[config.mk]
export PLATFORM = sky130hd
export DESIGN_NAME = gift_masked_sbox_layer_flat
export DESIGN_NICKNAME = d
export VERILOG_FILES = /design/src/rtl/gift_masked_sbox_layer_if.sv /design/src/rtl/gift_masked_sbox_layer.sv /design/src/flat_wrapper.sv
export SDC_FILE = /design/constraint.sdc
export NUM_CORES = 1
export LEC_CHECK = 0
export CAP_MARGIN = 20
export CORE_ASPECT_RATIO = 2
export CORE_MARGIN = 3
export CORE_UTILIZATION = 49
export DETAILED_ROUTE_END_ITERATION = 10
export HOLD_SLACK_MARGIN = 0.03
export PLACE_DENSITY = 0.8
export SLEW_MARGIN = 20
export SYNTH_ARGS = -nofsm -noshare
export SYNTH_HDL_FRONTEND = slang
export SYNTH_SLANG_ARGS = --single-unit
[constraint.sdc]
create_clock -name clk -period 1.9 [get_ports clk]
set_input_delay 0.285 -clock clk [delete_from_list [all_inputs] [get_ports clk]]
set_output_delay 0.285 -clock clk [all_outputs]
set_load 0.05 [all_outputs]
[src/rtl/gift_masked_sbox_layer_if.sv]
// Bus between the masked GIFT S-box layer sequencer and its environment:
// state shares, S-box stage nibble ports and the PRNG handshake.
interface gift_masked_sbox_layer_if #(
    parameter int NIBBLES = 16,
    parameter int RND_W   = 8
);
    logic                 start;
    logic                 busy;
    logic                 done;
    logic [4*NIBBLES-1:0] state1_in;
    logic [4*NIBBLES-1:0] state2_in;
    logic [4*NIBBLES-1:0] state3_in;
    logic [4*NIBBLES-1:0] state1_out;
    logic [4*NIBBLES-1:0] state2_out;
    logic [4*NIBBLES-1:0] state3_out;
    logic [3:0]           sb_in1;
    logic [3:0]           sb_in2;
    logic [3:0]           sb_in3;
    logic [3:0]           sb_out1;
    logic [3:0]           sb_out2;
    logic [3:0]           sb_out3;
    logic [RND_W-1:0]     rnd_in;
    logic                 rnd_req;
    logic [RND_W-1:0]     sb_rnd;

    modport master (
        input  start, state1_in, state2_in, state3_in,
        input  sb_out1, sb_out2, sb_out3, rnd_in,
        output busy, done, state1_out, state2_out, state3_out,
        output sb_in1, sb_in2, sb_in3, rnd_req, sb_rnd
    );

    modport slave (
        output start, state1_in, state2_in, state3_in,
        output sb_out1, sb_out2, sb_out3, rnd_in,
        input  busy, done, state1_out, state2_out, state3_out,
        input  sb_in1, sb_in2, sb_in3, rnd_req, sb_rnd
    );
endinterface

[src/rtl/gift_masked_sbox_layer.sv]
// Nibble-serial sequencer for a 3-share masked GIFT S-box layer.
// Define SBOX_BUBBLE_EN to insert an all-zero cycle between consecutive issues.
module gift_masked_sbox_layer #(
    parameter int NIBBLES  = 16,
    parameter int SBOX_LAT = 1,
    parameter int RND_W    = 8
) (
    input  logic                     clk,
    input  logic                     rst,
    gift_masked_sbox_layer_if.master bus
);
    localparam int W  = 4 * NIBBLES;
    localparam int CW = (NIBBLES > 1) ? $clog2(NIBBLES) : 1;
    localparam int DW = (SBOX_LAT > 1) ? $clog2(SBOX_LAT) : 1;
    localparam logic [CW-1:0] CNT_LAST = CW'(NIBBLES - 1);
    localparam logic [DW-1:0] DRN_LAST = DW'(SBOX_LAT - 1);

    typedef enum logic [1:0] {IDLE, RUN, DRAIN, DONE} state_t;

    state_t        st_q, st_d;
    logic [W-1:0]  sh1_q, sh1_d, sh2_q, sh2_d, sh3_q, sh3_d;
    logic [3:0]    sb1_q, sb1_d, sb2_q, sb2_d, sb3_q, sb3_d;
    logic          iss_q, iss_d;
    logic [CW-1:0] cnt_q, cnt_d;
    logic [DW-1:0] drn_q, drn_d;
    logic          busy_q, busy_d;
    logic          done_q, done_d;
    logic [W-1:0]  out1_q, out1_d, out2_q, out2_d, out3_q, out3_d;
    logic          tag_vld_q [SBOX_LAT];
    logic          tag_vld_d [SBOX_LAT];
    logic [CW-1:0] tag_idx_q [SBOX_LAT];
    logic [CW-1:0] tag_idx_d [SBOX_LAT];
`ifdef SBOX_BUBBLE_EN
    logic          ph_q, ph_d;   // 1 while the current RUN cycle presents a nibble
`endif

    always_comb begin
        st_d   = st_q;
        sh1_d  = sh1_q;
        sh2_d  = sh2_q;
        sh3_d  = sh3_q;
        sb1_d  = '0;
        sb2_d  = '0;
        sb3_d  = '0;
        iss_d  = 1'b0;
        cnt_d  = cnt_q;
        drn_d  = drn_q;
        busy_d = busy_q;
        done_d = 1'b0;
`ifdef SBOX_BUBBLE_EN
        ph_d   = ph_q;
`endif
        case (st_q)
            IDLE: begin
                if (bus.start) begin
                    st_d           = RUN;
                    {sh1_d, sb1_d} = {4'h0, bus.state1_in};
                    {sh2_d, sb2_d} = {4'h0, bus.state2_in};
                    {sh3_d, sb3_d} = {4'h0, bus.state3_in};
                    iss_d          = 1'b1;
                    cnt_d          = '0;
                    busy_d         = 1'b1;
`ifdef SBOX_BUBBLE_EN
                    ph_d           = 1'b1;
`endif
                end
            end
            RUN: begin
`ifdef SBOX_BUBBLE_EN
                if (ph_q) begin
                    ph_d = 1'b0;
                    if (cnt_q == CNT_LAST) begin
                        st_d  = DRAIN;
                        drn_d = '0;
                    end
                end else begin
                    {sh1_d, sb1_d} = {4'h0, sh1_q};
                    {sh2_d, sb2_d} = {4'h0, sh2_q};
                    {sh3_d, sb3_d} = {4'h0, sh3_q};
                    iss_d          = 1'b1;
                    cnt_d          = cnt_q + CW'(1);
                    ph_d           = 1'b1;
                end
`else
                if (cnt_q == CNT_LAST) begin
                    st_d  = DRAIN;
                    drn_d = '0;
                end else begin
                    {sh1_d, sb1_d} = {4'h0, sh1_q};
                    {sh2_d, sb2_d} = {4'h0, sh2_q};
                    {sh3_d, sb3_d} = {4'h0, sh3_q};
                    iss_d          = 1'b1;
                    cnt_d          = cnt_q + CW'(1);
                end
`endif
            end
            DRAIN: begin
                if (drn_q == DRN_LAST) begin
                    st_d   = DONE;
                    busy_d = 1'b0;
                    done_d = 1'b1;
                end else begin
                    drn_d = drn_q + DW'(1);
                end
            end
            DONE:    st_d = IDLE;
            default: st_d = IDLE;
        endcase
    end

    // Each issued nibble carries its index down a SBOX_LAT-deep tag line so the
    // stage result lands back in the position it came from.
    genvar gi;
    for (gi = 0; gi < SBOX_LAT; gi++) begin : g_tag
        if (gi == 0) begin : g_head
            assign tag_vld_d[gi] = iss_q;
            assign tag_idx_d[gi] = cnt_q;
        end else begin : g_body
            assign tag_vld_d[gi] = tag_vld_q[gi-1];
            assign tag_idx_d[gi] = tag_idx_q[gi-1];
        end
    end

    for (gi = 0; gi < NIBBLES; gi++) begin : g_nib
        logic wr;
        assign wr = tag_vld_q[SBOX_LAT-1] && (tag_idx_q[SBOX_LAT-1] == CW'(gi));
        assign out1_d[4*gi +: 4] = wr ? bus.sb_out1 : out1_q[4*gi +: 4];
        assign out2_d[4*gi +: 4] = wr ? bus.sb_out2 : out2_q[4*gi +: 4];
        assign out3_d[4*gi +: 4] = wr ? bus.sb_out3 : out3_q[4*gi +: 4];
    end

    always_ff @(posedge clk) begin
        if (rst) begin
            st_q   <= IDLE;
            sh1_q  <= '0;
            sh2_q  <= '0;
            sh3_q  <= '0;
            sb1_q  <= '0;
            sb2_q  <= '0;
            sb3_q  <= '0;
            iss_q  <= 1'b0;
            cnt_q  <= '0;
            drn_q  <= '0;
            busy_q <= 1'b0;
            done_q <= 1'b0;
            out1_q <= '0;
            out2_q <= '0;
            out3_q <= '0;
            for (int i = 0; i < SBOX_LAT; i++) begin
                tag_vld_q[i] <= 1'b0;
                tag_idx_q[i] <= '0;
            end
`ifdef SBOX_BUBBLE_EN
            ph_q   <= 1'b0;
`endif
        end else begin
            st_q      <= st_d;
            sh1_q     <= sh1_d;
            sh2_q     <= sh2_d;
            sh3_q     <= sh3_d;
            sb1_q     <= sb1_d;
            sb2_q     <= sb2_d;
            sb3_q     <= sb3_d;
            iss_q     <= iss_d;
            cnt_q     <= cnt_d;
            drn_q     <= drn_d;
            busy_q    <= busy_d;
            done_q    <= done_d;
            out1_q    <= out1_d;
            out2_q    <= out2_d;
            out3_q    <= out3_d;
            tag_vld_q <= tag_vld_d;
            tag_idx_q <= tag_idx_d;
`ifdef SBOX_BUBBLE_EN
            ph_q      <= ph_d;
`endif
        end
    end

    assign bus.busy       = busy_q;
    assign bus.done       = done_q;
    assign bus.state1_out = out1_q;
    assign bus.state2_out = out2_q;
    assign bus.state3_out = out3_q;
    assign bus.sb_in1     = sb1_q;
    assign bus.sb_in2     = sb2_q;
    assign bus.sb_in3     = sb3_q;
    // The stage latches or remasks in exactly the busy window, so rnd_req tracks it.
    assign bus.rnd_req    = busy_q;
    assign bus.sb_rnd     = bus.rnd_in;
endmodule
[src/flat_wrapper.sv]
// flat-port wrapper written by rule: the top's interface ports become plain ports
module gift_masked_sbox_layer_flat 
#(
    parameter int NIBBLES  = 16,
    parameter int SBOX_LAT = 1,
    parameter int RND_W    = 8
)
  (clk, rst, bus_start, bus_state1_in, bus_state2_in, bus_state3_in, bus_sb_out1, bus_sb_out2, bus_sb_out3, bus_rnd_in, bus_busy, bus_done, bus_state1_out, bus_state2_out, bus_state3_out, bus_sb_in1, bus_sb_in2, bus_sb_in3, bus_rnd_req, bus_sb_rnd);
  gift_masked_sbox_layer_if #(.NIBBLES(NIBBLES), .RND_W(RND_W)) bus_i ();
  input  logic clk;
  input  logic rst;
  input wire logic [$bits(bus_i.start)-1:0] bus_start;
  input wire logic [$bits(bus_i.state1_in)-1:0] bus_state1_in;
  input wire logic [$bits(bus_i.state2_in)-1:0] bus_state2_in;
  input wire logic [$bits(bus_i.state3_in)-1:0] bus_state3_in;
  input wire logic [$bits(bus_i.sb_out1)-1:0] bus_sb_out1;
  input wire logic [$bits(bus_i.sb_out2)-1:0] bus_sb_out2;
  input wire logic [$bits(bus_i.sb_out3)-1:0] bus_sb_out3;
  input wire logic [$bits(bus_i.rnd_in)-1:0] bus_rnd_in;
  output wire logic [$bits(bus_i.busy)-1:0] bus_busy;
  output wire logic [$bits(bus_i.done)-1:0] bus_done;
  output wire logic [$bits(bus_i.state1_out)-1:0] bus_state1_out;
  output wire logic [$bits(bus_i.state2_out)-1:0] bus_state2_out;
  output wire logic [$bits(bus_i.state3_out)-1:0] bus_state3_out;
  output wire logic [$bits(bus_i.sb_in1)-1:0] bus_sb_in1;
  output wire logic [$bits(bus_i.sb_in2)-1:0] bus_sb_in2;
  output wire logic [$bits(bus_i.sb_in3)-1:0] bus_sb_in3;
  output wire logic [$bits(bus_i.rnd_req)-1:0] bus_rnd_req;
  output wire logic [$bits(bus_i.sb_rnd)-1:0] bus_sb_rnd;
  assign bus_i.start = bus_start;
  assign bus_i.state1_in = bus_state1_in;
  assign bus_i.state2_in = bus_state2_in;
  assign bus_i.state3_in = bus_state3_in;
  assign bus_i.sb_out1 = bus_sb_out1;
  assign bus_i.sb_out2 = bus_sb_out2;
  assign bus_i.sb_out3 = bus_sb_out3;
  assign bus_i.rnd_in = bus_rnd_in;
  assign bus_busy = bus_i.busy;
  assign bus_done = bus_i.done;
  assign bus_state1_out = bus_i.state1_out;
  assign bus_state2_out = bus_i.state2_out;
  assign bus_state3_out = bus_i.state3_out;
  assign bus_sb_in1 = bus_i.sb_in1;
  assign bus_sb_in2 = bus_i.sb_in2;
  assign bus_sb_in3 = bus_i.sb_in3;
  assign bus_rnd_req = bus_i.rnd_req;
  assign bus_sb_rnd = bus_i.sb_rnd;
  gift_masked_sbox_layer #(.NIBBLES(NIBBLES), .SBOX_LAT(SBOX_LAT), .RND_W(RND_W)) u_core (.clk(clk), .rst(rst), .bus(bus_i));
endmodule
==> results.yml, run 1 <==
logic_synthesis:
  synthDistinctLibCells: 41
  synthCells: 1846
  synth.area.mux_share: 0.0998
  synthesis.area_um2: 17200
  synth_top_family_by_area: "compound AO/OA/AOI/OAI gates"
  synth_ff_type: "dfxtp_1"
  yosys.area_share.xor_xnor: 0
  syn_area_per_cell_um2: 9.34
  yosysSeqAreaShare: 0.462
  yosysTopAreaCellShare: 0.462
  synth_compound_area_frac: 0.287
  synth.largest_area_cell: "dfxtp_1"
  yosys_warnings: 0
  synth-seq-cells: 398
  synth_nets: 2065
  synthTopCellsByCount: "dfxtp_1, a21oi_1, nand3_1"
  async_reset_ff_frac: 0
  synth-edff-count: 0
  ys_top_cells_by_area: "dfxtp_1, a21oi_1, mux2i_1"
  synth-simple-area-share: 0.0775
  yosysMostFrequentCell: "dfxtp_1"
  synth_fa_ha_area_frac: 0.00290
sta:
  final_max_slew_viol_count: 0
  fin_crit_sh: 0.939
  fin_setup_tns_ns: 0
  rsz0062_at_grt: "false"
  skew_ns: 0.0151
  fmax_mhz: 560
  layout_min_cycle_time_ns: 1.78
  fin_ws_ns: 0.115
  setup_viol_count_final: 0
  worstMarginPinSlew_ns: 0.539
  hold_violations: 0
  relSlewSlack: 0.641
clock_tree:
  clkTransAtPathRegs_ns: 0.07
  cts_tree: "built"
  numCtsBuffers: 35
  cts_sinks: 398
  clockBufferDepth: 3
  clock-root-buffer: "clkbuf_16"
  htreeDepth: 2
  clock_latency_ns: 0.52
worst_setup_path:
  cp-end-kind: "register"
  startpoint_type: "register"
  path_class: "register to register"
  slowest_delay_ns: 0.33
  critPathMaxFanout: 28
  crit_family: "buffers and inverters"
  crit_arrival_ns: 2.16
  critPathBufInv: 3
  critPathRequiredTime_ns: 2.28
  critical_path.slowest_cell: "dfxtp_1"
  path_cells: "inv_1 > ha_4 > nand4_1 > buf_12 > buf_12 > a21oi_1 > a211oi_2"
  path_common_cell: "buf_12"
route:
  met3_length_um: 3600
  wl_per_cell_um: 21.6
  vias_per_cell: 6.12
  remaining_drc_errors: 0
  wl_um: 56500
  top_layer_used: "met5"
  wl_met1_um: 19500
  num_vias: 16000
  dr_wl_met2_um: 29700
  drtIter0Drc: 1181
  dr.pass1.iters: 5
  ant_nets: 0
grt:
  track_usage: 0.281
  grt_pass1_wl_um: 87000
  grt_max_degree: 89
  grt_pass1_vias: 15900
  grt.overflow.total: 0
  antenna_found_initial: 9
layout:
  nets: 2356
  n_fill_cell: 2808
  area_growth_pct: 32.9
  drive_gt1_frac: 0.133
floorplanning:
  ios: 430
  placementRows: 96
  fp.dieArea_um2: 37600
  start_util: 0.500
  die_w_um: 139
  coreArea_um2: 34500
  die_y_um: 271
power:
  pwr-share-comb: 0.396
  power.leakage_nw: 8.65
  net-switching-power_mw: 11.0
  netSwitchingFraction: 0.359
  clockPowerShare: 0.241
  internal-power_mw: 19.7
  peakVddDrop_mv: 0.890
  power.density_nw_per_um2: 1340
  p_seq_frac: 0.362
job:
  drv_cap: 0
outcome:
  status: "completed"
min_path:
  hp-class: "primary input to register"
placement:
  hpwl_um: 38000
  gp_congestion: 0.851
  post-place-ws_ns: 0.0258
  io_buffers: 413
==> placed cells by master, fill, tap and decap left out, types with 11 or more instances in the layout <==
cell type and count:
nand3_1 193, o21ai_0 192, nor2_1 15, dfxtp_1 398, mux2i_1 169, buf_12 36, dlygate4sd2_1 194, a211oi_1 49
o21ai_1 17, a211oi_2 120, buf_4 55, a32oi_1 12, a21oi_1 378, clkbuf_1 11, clkbuf_16 39, clkdlybuf4s50_1 205
nand3b_1 14
==> cell type report <==
| class | count | area [um2] | area share |
|---|---|---|---|
| flip-flops and latches | 398 | 7970 | 0.348 |
| well taps | 441 | 552 | 0.0241 |
| clock buffers | 54 | 1050 | 0.0458 |
| clock inverters | 9 | 129 | 0.00563 |
| inverters | 4 | 15.0 | 0.000656 |
| multi-input cells | 1202 | 8150 | 0.356 |
| repair buffers | 496 | 5020 | 0.219 |
| diodes | 9 | 22.5 | 0.000983 |
==> registers in the layout, summed over array words and instances (netlist names) <==
register,flops
u_core.iss_q,1
u_core.tag_idx_q,4
u_core.sh1_q,60
u_core.cnt_q,4
u_core.sh2_q,60
u_core.bus.done,1
u_core.st_q,2
u_core.bus.sb_in2,4
u_core.bus.state2_out,64
u_core.bus.state1_out,64
u_core.bus.state3_out,64
u_core.tag_vld_q,1
u_core.bus.sb_in3,4
u_core.bus.busy,1
u_core.bus.sb_in1,4
u_core.sh3_q,60
==> worst reg2reg max path, cell delays in order, from the launching register on <==
cell and delay (ns):
dfxtp_1 0.33, inv_1 0.14, ha_4 0.27, nand4_1 0.20, buf_12 0.23, buf_12 0.17
a21oi_1 0.23, a211oi_2 0.07
==> metal layers <==
metal,vias up,global-route usage
met3,201,0.0405
met4,2,0.168
met2,792,0.516
li1,7335,-
met5,-,0
met1,7660,0.303
==> stage by stage <==
| step | instances | hold slack, ns | util | power (mW) | area [um2] |
|---|---|---|---|---|---|
| 5_1_grt | 2613 | 0.110 | 0.664 | 32.2 | 22900 |
| 4_1_cts | 2599 | 0.0898 | 0.660 | 30.5 | 22800 |
| 2_1_floorplan | 1846 | 0.414 | - | 20.1 | 17200 |
| 3_3_place_gp | 2536 | 0.428 | 0.633 | 22.7 | 21800 |
| 3_5_place_dp | 2536 | 0.434 | 0.633 | 23.2 | 21800 |
| 6_report | 2613 | 0.110 | 0.664 | 30.7 | 22900 |
==> power groups by stage <==
stage          Sequential [mW]  Clock [mW]  Combinational [mW]
2_1_floorplan             11.3           0                8.79
3_3_place_gp              11.2           0                11.5
3_5_place_dp              11.2           0                11.9
4_1_cts                   11.1        7.51                11.9
5_1_grt                   11.3        7.80                13.1
6_report                  11.1        7.40                12.2
==> path summary, 6_finish.rpt <==
| kind | startpoint | to | slack, ns | cells past startpoint |
|---|---|---|---|---|
| setup / recovery | u_core.st_q[1]$_SDFFE_PP0P_ | u_core.sh3_q[45]$_SDFFE_PP0P_ | 0.12 | 7 |
| hold / removal | rst | u_core.bus.state1_out[10]$_SDFFE_PP0P_ | 0.11 | 2 |
| setup reg to reg | u_core.st_q[1]$_SDFFE_PP0P_ | u_core.sh3_q[45]$_SDFFE_PP0P_ | 0.12 | 7 |
| hold reg to reg | u_core.iss_q$_SDFF_PP0_ | u_core.tag_vld_q$_SDFF_PP0_ | 0.44 | 1 |
==> logic make-up after synthesis <==
family	Yosys count
AND/OR/NAND/NOR	254
AO/OA/AOI/OAI	772
buffers and inverters	247
multiplexers	171
adder cells (fa/ha/maj)	4
flip-flops	398
==> repair_timing <==
| action | CTS | global route |
|---|---|---|
| gates cloned | 0 | 3 |
| buffers inserted | 0 | 2 |
| pin swaps | 0 | 1 |
| endpoints found under the setup margin | 194 | 162 |
| gates resized for setup | 194 | 7 |
| hold buffers | 0 | 0 |
Note: power is estimated with default switching activity, not from simulation.
==> run 2, diff against run 1 <==
Settings changed: PLACE_DENSITY 0.8 to unset, PLACE_DENSITY_LB_ADDON set to 0.05, SETUP_SLACK_MARGIN set to 0.3.
==> results.yml, run 2 (synthesized netlist as in run 1, its figures left out) <==
outcome:
  status: "completed"
job:
  drv_cap: 0
worst_setup_path:
  cp.depth: 6
  slowest_delay_ns: 0.45
  crit_arrival_ns: 2.13
  rrSetupSlack_ns: 0.16
  critical_path.slowest_cell: "mux2_8"
  crit_family: "multiplexers"
  critPathRequiredTime_ns: 2.29
  rr_worst_depth: 6
  path_class: "register to register"
  path_cells: "inv_4 > ha_4 > mux2_8 > buf_16 > a21oi_1 > a211oi_2"
  startpoint_type: "register"
  critPathBufInv: 2
  r2r_end: "u_core.sh2_q[26]$_SDFFE_PP0P_"
  critPathMaxFanout: 49
  cp-end-kind: "register"
  rr_startpoint: "u_core.st_q[0]$_SDFFE_PP0P_"
layout:
  drive_gt1_frac: 0.259
  area_growth_pct: 40.4
  regArea_um2: 7970
  layout.cells.non_filler: 2636
  nets: 2375
  multiInputGateArea_um2: 8420
  final_common_cell: "dfxtp_1"
  layout_common_cells: "dfxtp_1, a21oi_1, clkdlybuf4s50_1"
  n_fill_cell: 2751
floorplanning:
  start_util: 0.500
  placementRows: 96
  ios: 430
  die_y_um: 271
  fp.dieArea_um2: 37600
  die_w_um: 139
  coreArea_um2: 34500
min_path:
  hp-class: "primary input to register"
  min-delay-start: "rst"
  holdPathStages: 2
  whs_endpoint: "u_core.bus.done$_SDFF_PP0_"
sta:
  setup_viol_count_final: 0
  final_max_slew_viol_count: 0
  rsz0062_at_grt: "true"
  relSlewSlack: 0.647
  fmax_mhz: 573
  skew_ns: 0.0241
  holdWs_ns: 0.0839
  layout_min_cycle_time_ns: 1.74
  worstMarginPinSlew_ns: 0.529
  hold_violations: 0
  fin_crit_sh: 0.918
power:
  power.density_nw_per_um2: 1380
  net-switching-power_mw: 12.1
  clockPowerShare: 0.227
  power.leakage_nw: 8.16
  netSwitchingFraction: 0.362
  p_seq_frac: 0.338
  internal-power_mw: 21.3
  peakVddDrop_mv: 1.31
  pwr-share-comb: 0.436
route:
  num_vias: 15900
  wl_um: 59900
  vias_per_cell: 6.04
  drtIter0Drc: 1321
  wl_per_cell_um: 22.7
  dr.pass1.iters: 6
  remaining_drc_errors: 0
  ant_nets: 0
clock_tree:
  numCtsBuffers: 37
  htreeDepth: 2
  cts_sinks: 398
  clkTransAtPathRegs_ns: 0.06
  clockBufferDepth: 3
  cts_tree: "built"
  clock_latency_ns: 0.53
  clock-root-buffer: "clkbuf_16"
  holdBufCountCts: 0
grt:
  antenna_found_initial: 12
  grt_max_degree: 115
  grt_pass1_vias: 15400
  grt_pass1_wl_um: 87900
  track_usage: 0.286
  grt.overflow.total: 0
placement:
  io_buffers: 413
  gp_congestion: 0.829
  hpwl_um: 35900
  dp_cells: 2523
==> run 2: cell types whose count changed in the layout (fill, tap and decap cells not counted), moves of 8 or more <==
cell and delta:
buf_16 +14, a21oi_1 -46, dlygate4sd2_1 -194, clkdlybuf4s18_2 +10, a21oi_2 +42, clkdlybuf4s15_2 +169
clkbuf_16 +10, buf_6 +8, buf_4 -13, buf_2 +15
==> run 2: timing repair <==
item,CTS,global route
buffers inserted,9,3
gates resized for setup,653,88
pin swaps,2,4
setup endpoints to repair,364,245
gates cloned,9,14
==> run 2: area by class of cell <==
type / instances / area share
tap: 441 / 0.0228
multi-input combinational: 1202 / 0.348
clock buffer: 55 / 0.0465
timing repair buffer: 513 / 0.247
inverter: 4 / 0.000827
sequential: 398 / 0.329
antenna: 11 / 0.00114
clock inverter: 12 / 0.00429
==> run 2: worst max path at each step <==
stage	startpoint	end
after detailed placement	u_core.st_q[1]$_SDFFE_PP0P_	u_core.sh2_q[38]$_SDFFE_PP0P_
final	u_core.st_q[0]$_SDFFE_PP0P_	u_core.sh2_q[26]$_SDFFE_PP0P_
after global routing	u_core.st_q[0]$_SDFFE_PP0P_	u_core.sh2_q[26]$_SDFFE_PP0P_
after CTS	u_core.st_q[0]$_SDFFE_PP0P_	u_core.sh1_q[22]$_SDFFE_PP0P_
after floorplan	u_core.st_q[1]$_SDFFE_PP0P_	u_core.sh2_q[10]$_SDFFE_PP0P_
after global placement	u_core.st_q[1]$_SDFFE_PP0P_	u_core.sh2_q[33]$_SDFFE_PP0P_
==> run 2: power by group through the flow <==
stage / logic (mW) / registers (mW) / clock network [mW]
final: 14.5 / 11.3 / 7.57
after global routing: 15.5 / 11.4 / 7.99
after CTS: 13.3 / 11.1 / 7.66
after detailed placement: 11.7 / 11.2 / 0
after global placement: 11.4 / 11.2 / 0
after floorplan: 9.03 / 11.3 / 0
==> run 2: through the flow <==
stage          cell area, um2  power (mW)  setup TNS, ns  utilization  setup WS [ns]
2_1_floorplan           17300        20.3              0            -          0.302
3_3_place_gp            21700        22.6              0        0.629        0.00289
3_5_place_dp            21700        23.0          -3.33        0.629        -0.0748
4_1_cts                 23700        32.1              0        0.686          0.230
5_1_grt                 24200        34.8              0        0.702          0.123
6_report                24200        33.4              0        0.702          0.155
==> run 2: metal layers <==
| metal | routed length (um) | track usage | vias to the layer above |
|---|---|---|---|
| met5 | 0 | 0 | - |
| met4 | 3130 | 0.148 | 0 |
| met1 | 21400 | 0.321 | 7729 |
| met2 | 31700 | 0.518 | 654 |
| met3 | 3670 | 0.0467 | 139 |
| li1 | - | - | 7408 |
==> run 3, diff against run 2 <==
Settings changed: CTS_CLUSTER_SIZE set to 14.
==> results.yml, run 3 (synthesized netlist as in run 1, its figures left out) <==
power:
  p_seq_frac: 0.319
  power.density_nw_per_um2: 1430
  netSwitchingFraction: 0.377
  clockPowerShare: 0.208
  peakVddDrop_mv: 1.06
  net-switching-power_mw: 13.7
  power.leakage_nw: 8.46
  internal-power_mw: 22.7
  finalPower_mw: 36.3
  pwr-share-comb: 0.473
floorplanning:
  coreArea_um2: 34500
  fp.dieArea_um2: 37600
  die_w_um: 139
  placementRows: 96
  die_y_um: 271
  ios: 430
  start_util: 0.500
worst_setup_path:
  critPathRequiredTime_ns: 2.29
  startpoint_type: "register"
  critPathMaxFanout: 23
  cp-end-kind: "register"
  crit_arrival_ns: 2.15
  path_class: "register to register"
  worstSetupStartpoint: "u_core.st_q[1]$_SDFFE_PP0P_"
  rr_startpoint: "u_core.st_q[1]$_SDFFE_PP0P_"
clock_tree:
  clkTransAtPathRegs_ns: 0.06
  cts_sinks: 398
  clock_latency_ns: 0.53
  clock-root-buffer: "clkbuf_16"
  clockBufferDepth: 3
  htreeDepth: 2
  cts_tree: "built"
  numCtsBuffers: 38
min_path:
  hp-class: "primary input to register"
  min-delay-start: "rst"
route:
  dr.pass1.iters: 6
  num_vias: 16400
  wl_um: 63600
  wl_per_cell_um: 24.0
  remaining_drc_errors: 0
  vias_per_cell: 6.17
  ant_nets: 0
  drtIter0Drc: 1437
placement:
  place_area_um2: 21700
  post-place-ws_ns: -0.0748
  hpwl_um: 35900
  io_buffers: 413
  dp_cells: 2523
  gp_congestion: 0.829
sta:
  rsz0062_at_grt: "true"
  layout_min_cycle_time_ns: 1.76
  fin_crit_sh: 0.929
  fin_setup_tns_ns: 0
  holdWs_ns: 0.0791
  fin_ws_ns: 0.135
  skew_ns: 0.0152
  final_max_slew_viol_count: 0
  setup_viol_count_final: 0
  worstMarginPinSlew_ns: 0.621
  relSlewSlack: 0.586
  hold_violations: 0
  fmax_mhz: 567
grt:
  antenna_found_initial: 12
  track_usage: 0.286
  grt.overflow.total: 0
  grt_pass1_vias: 15400
  grt_pass1_wl_um: 88000
  grt_max_degree: 115
layout:
  final_common_cell: "dfxtp_1"
  layout_common_cells: "dfxtp_1, a21oi_1, clkdlybuf4s50_1"
  drive_gt1_frac: 0.334
  final_core_util: 0.738
  nets: 2394
  area_growth_pct: 47.6
  layout.cells.non_filler: 2651
  fin_area_um2: 25400
job:
  drv_cap: 0
outcome:
  status: "completed"
run 3: cell types whose count changed in the layout (fill, tap and decap cells not counted), sizes merged:
cell           previous run  this run
bufbuf                    2         1
clkdlybuf4s18            10         2
mux2                      2         3
clkinv                    7         4
clkdlybuf4s15           169       174
clkbuf                   65        76
buf                     117       129
clkinvlp                  2         0
run 3: per-layer routing:
metal  wire, um  share of wire  track usage  vias to the layer above
met5         13        0.00020            0                        -
met3       4130          0.065       0.0469                      185
met2      33700           0.53        0.516                      773
li1           -              -            -                     7436
met4       3590          0.056        0.150                        2
met1      22200           0.35        0.322                     7957
run 3: worst max-delay path: stages, from the launching register on:
cell and delay, ns:
dfxtp_2 0.37, inv_4 0.05, ha_4 0.19, buf_6 0.12, mux2_8 0.39, buf_16 0.21, a21oi_1 0.21, a211oi_2 0.07
run 3: repair_timing:
item	in CTS	in global routing
pin swaps	1	20
buffers inserted	4	10
resized for setup	672	281
setup endpoints to repair	370	237
cloned	7	32
hold buffers	0	0
run 3: layout make-up:
cell class | instances | area [um2]
Sequential cell | 398 | 7970
Clock buffer | 57 | 1120
Antenna cell | 11 | 27.5
Clock inverter | 7 | 73.8
Timing Repair Buffer | 530 | 6270
Tap cell | 441 | 552
Fill cell | 2509 | 9020
Multi-Input combinational cell | 1203 | 9410
Inverter | 4 | 20.0
run 3: power groups by stage:
stage	clock [mW]	combinational, mW	sequential (mW)
CTS	7.64	12.8	11.2
global route	7.94	18.0	11.7
detailed placement	0	11.7	11.2
finish	7.54	17.2	11.6
floorplan	0	9.03	11.3
global placement	0	11.4	11.2
run 3: path summary, 6_finish.rpt:
check                                                      to  slack, ns  cells after the start
worst max register to register  u_core.sh1_q[19]$_SDFFE_PP0P_       0.14                      7
worst min register to register    u_core.tag_vld_q$_SDFF_PP0_       0.46                      1
worst min-delay path               u_core.bus.done$_SDFF_PP0_       0.08                      2
worst max-delay path            u_core.sh1_q[19]$_SDFFE_PP0P_       0.14                      7
